**src/rtl/cga_text_serializer.sv**
```systemverilog
// CGA text-mode pixel serializer: latches one character cell per load and shifts out
// one IRGB index per pixel enable, applying blink, cursor and overscan border rules.
module cga_text_serializer #(
    parameter int BLINK_DIV_LOG2 = 3
) (
    input  logic       clk,
    input  logic       reset_n,
    input  logic       pix_ce,
    input  logic       load,
    input  logic [7:0] font_bits,
    input  logic [7:0] attr,
    input  logic       cursor,
    input  logic       disp_en,
    input  logic [3:0] border,
    input  logic       blink_mode,
    input  logic       vsync,
    output logic [3:0] video,
    output logic       de_out
);

    localparam int CNT_W = BLINK_DIV_LOG2 + 2;

    logic [7:0]       shift_q, shift_d;
    logic [7:0]       attr_q, attr_d;
    logic             cursor_q, cursor_d;
    logic             de_q, de_d;
    logic [3:0]       video_q, video_d;
    logic             de_out_q, de_out_d;
    logic [CNT_W-1:0] frame_cnt_q, frame_cnt_d;
    logic             vsync_d_q, vsync_d_d;

    logic             cursor_phase;
    logic             char_phase;
    logic             pix_on;
    logic [3:0]       bg_color;

    assign cursor_phase = frame_cnt_q[BLINK_DIV_LOG2];
    assign char_phase   = frame_cnt_q[BLINK_DIV_LOG2+1];

    // Pixel colour uses the pre-update cell state, giving one pix_ce of latency.
    always_comb begin
        pix_on   = shift_q[7] & ~(blink_mode & attr_q[7] & ~char_phase);
        pix_on   = pix_on | (cursor_q & cursor_phase);
        bg_color = blink_mode ? {1'b0, attr_q[6:4]} : attr_q[7:4];
    end

    always_comb begin
        shift_d     = shift_q;
        attr_d      = attr_q;
        cursor_d    = cursor_q;
        de_d        = de_q;
        video_d     = video_q;
        de_out_d    = de_out_q;
        vsync_d_d   = vsync;
        frame_cnt_d = frame_cnt_q;

        if (vsync && !vsync_d_q) begin
            frame_cnt_d = frame_cnt_q + CNT_W'(1);
        end

        if (pix_ce) begin
            if (load) begin
                shift_d  = font_bits;
                attr_d   = attr;
                cursor_d = cursor;
                de_d     = disp_en;
            end else begin
                shift_d  = {shift_q[6:0], 1'b0};
            end
            video_d  = !de_q ? border : (pix_on ? attr_q[3:0] : bg_color);
            de_out_d = de_q;
        end
    end

    always_ff @(posedge clk or negedge reset_n) begin
        if (!reset_n) begin
            shift_q     <= '0;
            attr_q      <= '0;
            cursor_q    <= 1'b0;
            de_q        <= 1'b0;
            video_q     <= '0;
            de_out_q    <= 1'b0;
            frame_cnt_q <= '0;
            vsync_d_q   <= 1'b0;
        end else begin
            shift_q     <= shift_d;
            attr_q      <= attr_d;
            cursor_q    <= cursor_d;
            de_q        <= de_d;
            video_q     <= video_d;
            de_out_q    <= de_out_d;
            frame_cnt_q <= frame_cnt_d;
            vsync_d_q   <= vsync_d_d;
        end
    end

    assign video  = video_q;
    assign de_out = de_out_q;

endmodule
```
**config.mk**
```make
export PLATFORM = sky130hd
export DESIGN_NAME = cga_text_serializer
export DESIGN_NICKNAME = d
export VERILOG_FILES = /design/src/rtl/cga_text_serializer.sv
export SDC_FILE = /design/constraint.sdc
export NUM_CORES = 1
export LEC_CHECK = 0
export ABC_CLOCK_PERIOD_IN_PS = 1400
export BUFFER_PORTS_ARGS = -buffer_cell sky130_fd_sc_hd__buf_4
export CAP_MARGIN = 15
export CORE_MARGIN = 4
export CORE_UTILIZATION = 52
export DETAILED_ROUTE_END_ITERATION = 8
export GPL_ROUTABILITY_DRIVEN = 0
export PLACE_DENSITY_LB_ADDON = 0.05
export SLEW_MARGIN = 20
export SYNTH_ARGS = -nofsm -noshare
export SYNTH_HDL_FRONTEND = slang
export SYNTH_SLANG_ARGS = --single-unit
```
**constraint.sdc**
```tcl
create_clock -name clk -period 1.4 [get_ports clk]
set_input_delay 0.07 -clock clk [delete_from_list [all_inputs] [get_ports clk]]
set_output_delay 0.07 -clock clk [all_outputs]
set_load 0.005 [all_outputs]
```
==> impl_metrics.yaml, run 1 <==
run_status:
  outcome: "complete, no violations"
sta:
  worst_slew_pin_slew_ns: 0.369
  fin_skew_ns: 0.00785
  finalWorstPathRequiredPeriod_ns: 1.18
  rsz0062_at_grt: "no"
  hold_ws_ns: 0.0508
  tns_ns: 0
  fmaxAchievable_mhz: 846
  setup_viol: 0
  hold_violations: 0
  slew_headroom_pct: 75.4
  final.period_utilization_pct: 84.4
  slew_viol_final: 0
synth:
  synth_most_common_cell: "dfrtp_1"
  synth_common_cells: "29 x dfrtp_1, 11 x mux2i_1, 10 x mux2_4, 7 x a21oi_1, 7 x nor2_1"
  syn_area_sq_um: 1420
  synth_ff_type: "dfrtp_1"
  ys_ff_latch: 29
  syn_nets: 138
  yosys_warnings: 0
  synth_seq_area_share_pct: 51.3
  synth_top_area_share_pct: 51.3
  synthTopCellsByArea: "dfrtp_1 51%, mux2_4 11%, mux2i_1 7.8%"
  avgSynthCellArea_sq_um: 13.0
  synth_edf_count: 0
  ys_types: 25
  synth_top_cell_by_area: "dfrtp_1"
  postSynthCellCount: 109
  async_flop_share_pct: 100
global_route:
  grt_overflow: 0
  grt_max_degree: 30
  grt.total_usage_pct: 17.9
  grt_pass1_vias: 1050
  antenna_found_initial: 0
  grt_pass1_wl_microns: 4760
worst_setup_path:
  crit_type: "flip-flop to flip-flop"
  startpoint_type: "flip-flop"
  crit_path_start: "de_q"
  reg2reg_to: "video[1]"
  cp.buffers_inverters: 0
  critPathMaxFanout: 10
  critPathCaptureType: "flip-flop"
  r2r-start: "de_q"
  slowest_stage: "dfrtp_1"
  endpoint: "video[1]"
  crit_arrival_ns: 1.37
  cp_cell_sequence: "and2b_1 > mux2i_1 > o211ai_2"
  rrSetupSlack_ns: 0.22
  path_delay_family: "flip-flops"
  cp.required_ns: 1.59
  r2r_cells: 3
  cpPeakStageDelay_ns: 0.54
  path_depth: 3
clocking:
  clockBufferDepth: 2
  cts-buffers-inserted: 5
  cts_setup_buffers: 0
  cts-resized-gates: 0
  cts.sinks: 29
  htreeDepth: 2
  clock_latency_ns: 0.31
  clockRootBuffer: "clkbuf_4"
  cts_tree: "done"
  cts.clk_slew.worst_paths_ns: 0.09
  cts_hold_repair.buffers: 13
die:
  die_area_sq_um: 3620
  die_w_microns: 60.2
  io_pins: 33
  start_util_pct: 55.6
  core-area_sq_um: 2540
  rows: 18
  die_y_microns: 60.2
detailed_routing:
  drt_wl_total_microns: 2770
  drt_iter0_markers: 68
  vias_per_cell: 5.32
  wire_per_inst_microns: 14.8
  detail-route-antenna-nets: 0
  drc: 0
  firstDrtPassIters: 4
  vias: 994
placed_design:
  portBuffers: 32
  hpwl_microns: 1870
  placed_cells: 166
  place_area_sq_um: 1650
job:
  maxCapViolCount: 0
power:
  p_leak_nw: 0.870
  vdd_drop_max_mv: 0.937
  powerDensity_nw_per_um2: 1250
final_layout:
  design_area_sq_um: 1830
  final_cells: 187
  syn2layout_area_growth_pct: 29.4
  final_util_pct: 72.0
  n_antenna_cell: 0
  nets: 185
  drive_gt1_share_pct: 35.7
min_path:
  min_path_type: "input pin to flip-flop"
[worst reg2reg max path: stages, from the launching register on]
cell and delay [ns]:
dfrtp_1 0.54, and2b_1 0.23, mux2i_1 0.19, o211ai_2 0.10
[flip-flops by register name, indices dropped and copies added (netlist names)]
register / flops
cursor_q: 1
attr_q: 8
shift_q: 8
de_out: 1
video: 4
frame_cnt_q: 5
vsync_d_q: 1
de_q: 1
[cells in the final DEF (no fill, tap or decap), drive strengths merged]
| cell type | count |
|---|---|
| a21oi | 7 |
| and2b | 4 |
| and3b | 1 |
| buf | 32 |
| clkbuf | 8 |
| dfrtp | 29 |
| dlygate4sd3 | 13 |
| ha | 1 |
| inv | 2 |
| mux2 | 12 |
| mux2i | 11 |
| nand2 | 7 |
| nand3 | 1 |
| nand4 | 2 |
| nor2 | 7 |
| nor2b | 2 |
| o2111ai | 4 |
| o211ai | 4 |
| o21a | 5 |
| o21ai | 1 |
| xnor2 | 3 |
| xor2 | 1 |
[routing by layer]
layer	GRT usage, %	share of wire [%]	vias up	wire length [microns]
met5	0	0	-	0
met4	5.70	1.2	0	34
met3	4.97	5.7	5	159
met2	30.4	50	29	1390
met1	21.8	43	477	1180
li1	-	-	483	-
[where the power goes]
| part | switching [mW] | internal [mW] | leakage, nW |
|---|---|---|---|
| registers | 0.163 | 1.03 | 0.339 |
| clock network | 0.267 | 0.200 | 0.0265 |
| logic | 0.250 | 0.386 | 0.505 |
[area by class of cell]
type                            instances  area [sq um]
Timing Repair Buffer                   45           370
Multi-Input combinational cell         73           642
Fill cell                             204           713
Inverter                                2          7.51
Sequential cell                        29           726
Clock buffer                            8          48.8
Tap cell                               30          37.5
[cell families after synthesis]
kind of cell               synth area share (%)
AOI/OAI and AO/OA                          12.0
xor gates and xnor gates                   2.48
adders and majority gates                 0.884
buffers and inverters                      3.36
DFF                                        51.3
muxes                                      20.0
and+or+nand+nor                            9.99
[per-stage QoR]
| step | power, mW | worst slack [ns] |
|---|---|---|
| 2_1_floorplan | 1.58 | 0.353 |
| 6_report | 2.30 | 0.218 |
| 5_1_grt | 2.46 | 0.121 |
| 4_1_cts | 2.32 | 0.219 |
| 3_5_place_dp | 1.81 | 0.269 |
| 3_3_place_gp | 1.78 | 0.278 |
[worst min-delay path by stage]
stage / startpoint / end / slack (ns) / cells after the start
detailed placement: reset_n / shift_q[3] / 0.01 / 1
CTS: font_bits[3] / shift_q[3] / 0.05 / 3
floorplan: reset_n / attr_q[0] / -0.23 / 0
global placement: reset_n / shift_q[2] / 0.007 / 1
global route: font_bits[7] / shift_q[7] / 0.06 / 3
finish: font_bits[3] / shift_q[3] / 0.05 / 3
(Power assumes the default switching activity.)
==> run 2, diff against run 1 <==
--- a/config.mk
+++ b/config.mk
@@ -5,7 +5,7 @@
 export SDC_FILE = /design/constraint.sdc
 export NUM_CORES = 1
 export LEC_CHECK = 0
-export ABC_CLOCK_PERIOD_IN_PS = 1400
+export ABC_CLOCK_PERIOD_IN_PS = 1150
 export BUFFER_PORTS_ARGS = -buffer_cell sky130_fd_sc_hd__buf_4
 export CAP_MARGIN = 15
 export CORE_MARGIN = 4
==> constraint.sdc (replaced) <==
create_clock -name clk -period 1.15 [get_ports clk]
set_input_delay 0.0575 -clock clk [delete_from_list [all_inputs] [get_ports clk]]
set_output_delay 0.0575 -clock clk [all_outputs]
set_load 0.005 [all_outputs]
==> run 2 against run 1 <==
Against the previous run:
- final cell count is 1.1% higher
- via count is 1.0% higher
- sequential share of layout area is 0.55 points lower
- sequential cell count stayed put
- critical path depth is 1 higher
- utilization is 1.1 points higher
- highest routed layer unchanged
- first-iteration DRC count is 1.5% lower
- wire length is 0.14% higher
- critical path type unchanged
- total power is 24% higher
- die area stayed put
- combinational power is 30% higher
- register-to-register slack worse by 0.17 ns
==> impl_metrics.yaml, run 2 (same netlist as run 1, synthesis figures left out) <==
global_route:
  grt_pass1_wl_microns: 4760
  antenna_found_initial: 0
  grt.total_usage_pct: 17.9
  grt_max_degree: 30
  grt_pass1_vias: 1050
  grt_overflow: 0
power:
  p_leak_nw: 0.880
  totalPowerFinal_mw: 2.84
  vdd_drop_max_mv: 1.13
  powerDensity_nw_per_um2: 1530
final_layout:
  final_util_pct: 73.1
  syn2layout_area_growth_pct: 31.5
  drive_gt1_share_pct: 38.4
  final_cell_mix: "34 x buf_4, 28 x dfrtp_1, 13 x dlygate4sd3_1"
  nets: 187
  final_cells: 189
  n_antenna_cell: 0
  mostFrequentLayoutCell: "buf_4"
  reg_top3: "attr_q (8), shift_q (8), frame_cnt_q (5)"
min_path:
  min_path_type: "input pin to flip-flop"
  hp-start: "font_bits[3]"
  whs_endpoint: "shift_q[3]"
  holdPathStages: 3
detailed_routing:
  wire_per_inst_microns: 14.7
  detail-route-antenna-nets: 0
  drc: 0
  drt_iter0_markers: 67
  drt_wl_total_microns: 2770
  firstDrtPassIters: 4
  vias: 1004
  vias_per_cell: 5.31
sta:
  worst_slew_pin_slew_ns: 0.366
  slew_viol_final: 0
  fmaxAchievable_mhz: 910
  rsz0062_at_grt: "yes"
  hold_ws_ns: 0.0442
  final.period_utilization_pct: 95.6
  setup_viol: 0
  tns_ns: 0
  finalWorstPathRequiredPeriod_ns: 1.10
  slew_headroom_pct: 75.6
  hold_violations: 0
  fin_skew_ns: 0.00808
clocking:
  clockRootBuffer: "clkbuf_4"
  clockBufferDepth: 2
  htreeDepth: 2
  clock_latency_ns: 0.31
  cts.clk_slew.worst_paths_ns: 0.09
  cts_tree: "done"
  cts-buffers-inserted: 5
  cts.sinks: 29
placed_design:
  hpwl_microns: 1870
  placed_cells: 166
  portBuffers: 32
die:
  core-area_sq_um: 2540
  die_w_microns: 60.2
  io_pins: 33
  start_util_pct: 55.6
  die_area_sq_um: 3620
  die_y_microns: 60.2
  rows: 18
worst_setup_path:
  critPathMaxFanout: 6
  crit_type: "flip-flop to flip-flop"
  r2r_cells: 4
  slowest_stage: "dfrtp_2"
  startpoint_type: "flip-flop"
  cp_cell_sequence: "buf_4 > o21a_1 > o2111ai_1 > o211ai_2"
  cp.required_ns: 1.34
  cpPeakStageDelay_ns: 0.46
  crit_arrival_ns: 1.29
  rrSetupSlack_ns: 0.05
  r2r-start: "de_q"
  critPathCaptureType: "flip-flop"
  reg2reg_to: "video[3]"
run_status:
  outcome: "complete, no violations"
job:
  maxCapViolCount: 0
## run 2: worst max path at each step
stage,endpoint,startpoint,slack (ns),cells after the start
global route,video[0],frame_cnt_q[4],-0.02,3
floorplan,frame_cnt_q[1],vsync_d_q,0.10,2
global placement,video[1],de_q,0.03,3
finish,video[3],de_q,0.05,4
detailed placement,video[1],de_q,0.02,3
CTS,frame_cnt_q[1],vsync_d_q,0.04,2
## run 2: stage by stage
stage,setup WS [ns],instance area [sq um]
2_1_floorplan,0.103,1420
3_3_place_gp,0.0282,1650
3_5_place_dp,0.0189,1650
4_1_cts,0.0411,1830
5_1_grt,-0.0239,1860
6_report,0.0508,1860
## run 2: metal layers
metal  track usage [%]  routed length [microns]  vias to the layer above
li1                  -                        -                      486
met1              21.8                     1180                      486
met2              30.4                     1410                       28
met3              4.97                      148                        4
met4              5.70                       34                        0
met5                 0                        0                        -
## run 2: what timing repair did
item / 4_1_cts / 5_1_grt
buffers inserted: 0 / 2
hold buffers: 13 / 0
endpoints found under the setup margin: 3 / 3
endpoints found under the hold margin: 41 / 0
resized for setup: 1 / 4
gates cloned: 0 / 0
## run 2: critical path, delay by kind of cell (launching register included)
family	cells	cell delay [ns]
buffers and inverters	1	0.17
AO/OA/AOI/OAI	3	0.35
flip-flops	1	0.46
## run 2: where the power goes
part	internal [mW]	switching, mW
Sequential	1.26	0.189
Clock	0.243	0.322
Combinational	0.501	0.328
## run 2: layout make-up
class	instances	area (sq um)
tap	30	37.5
fill	199	684
timing repair buffer	47	385
clock buffer	8	48.8
inverter	2	7.51
multi-input combinational	73	654
sequential	29	727
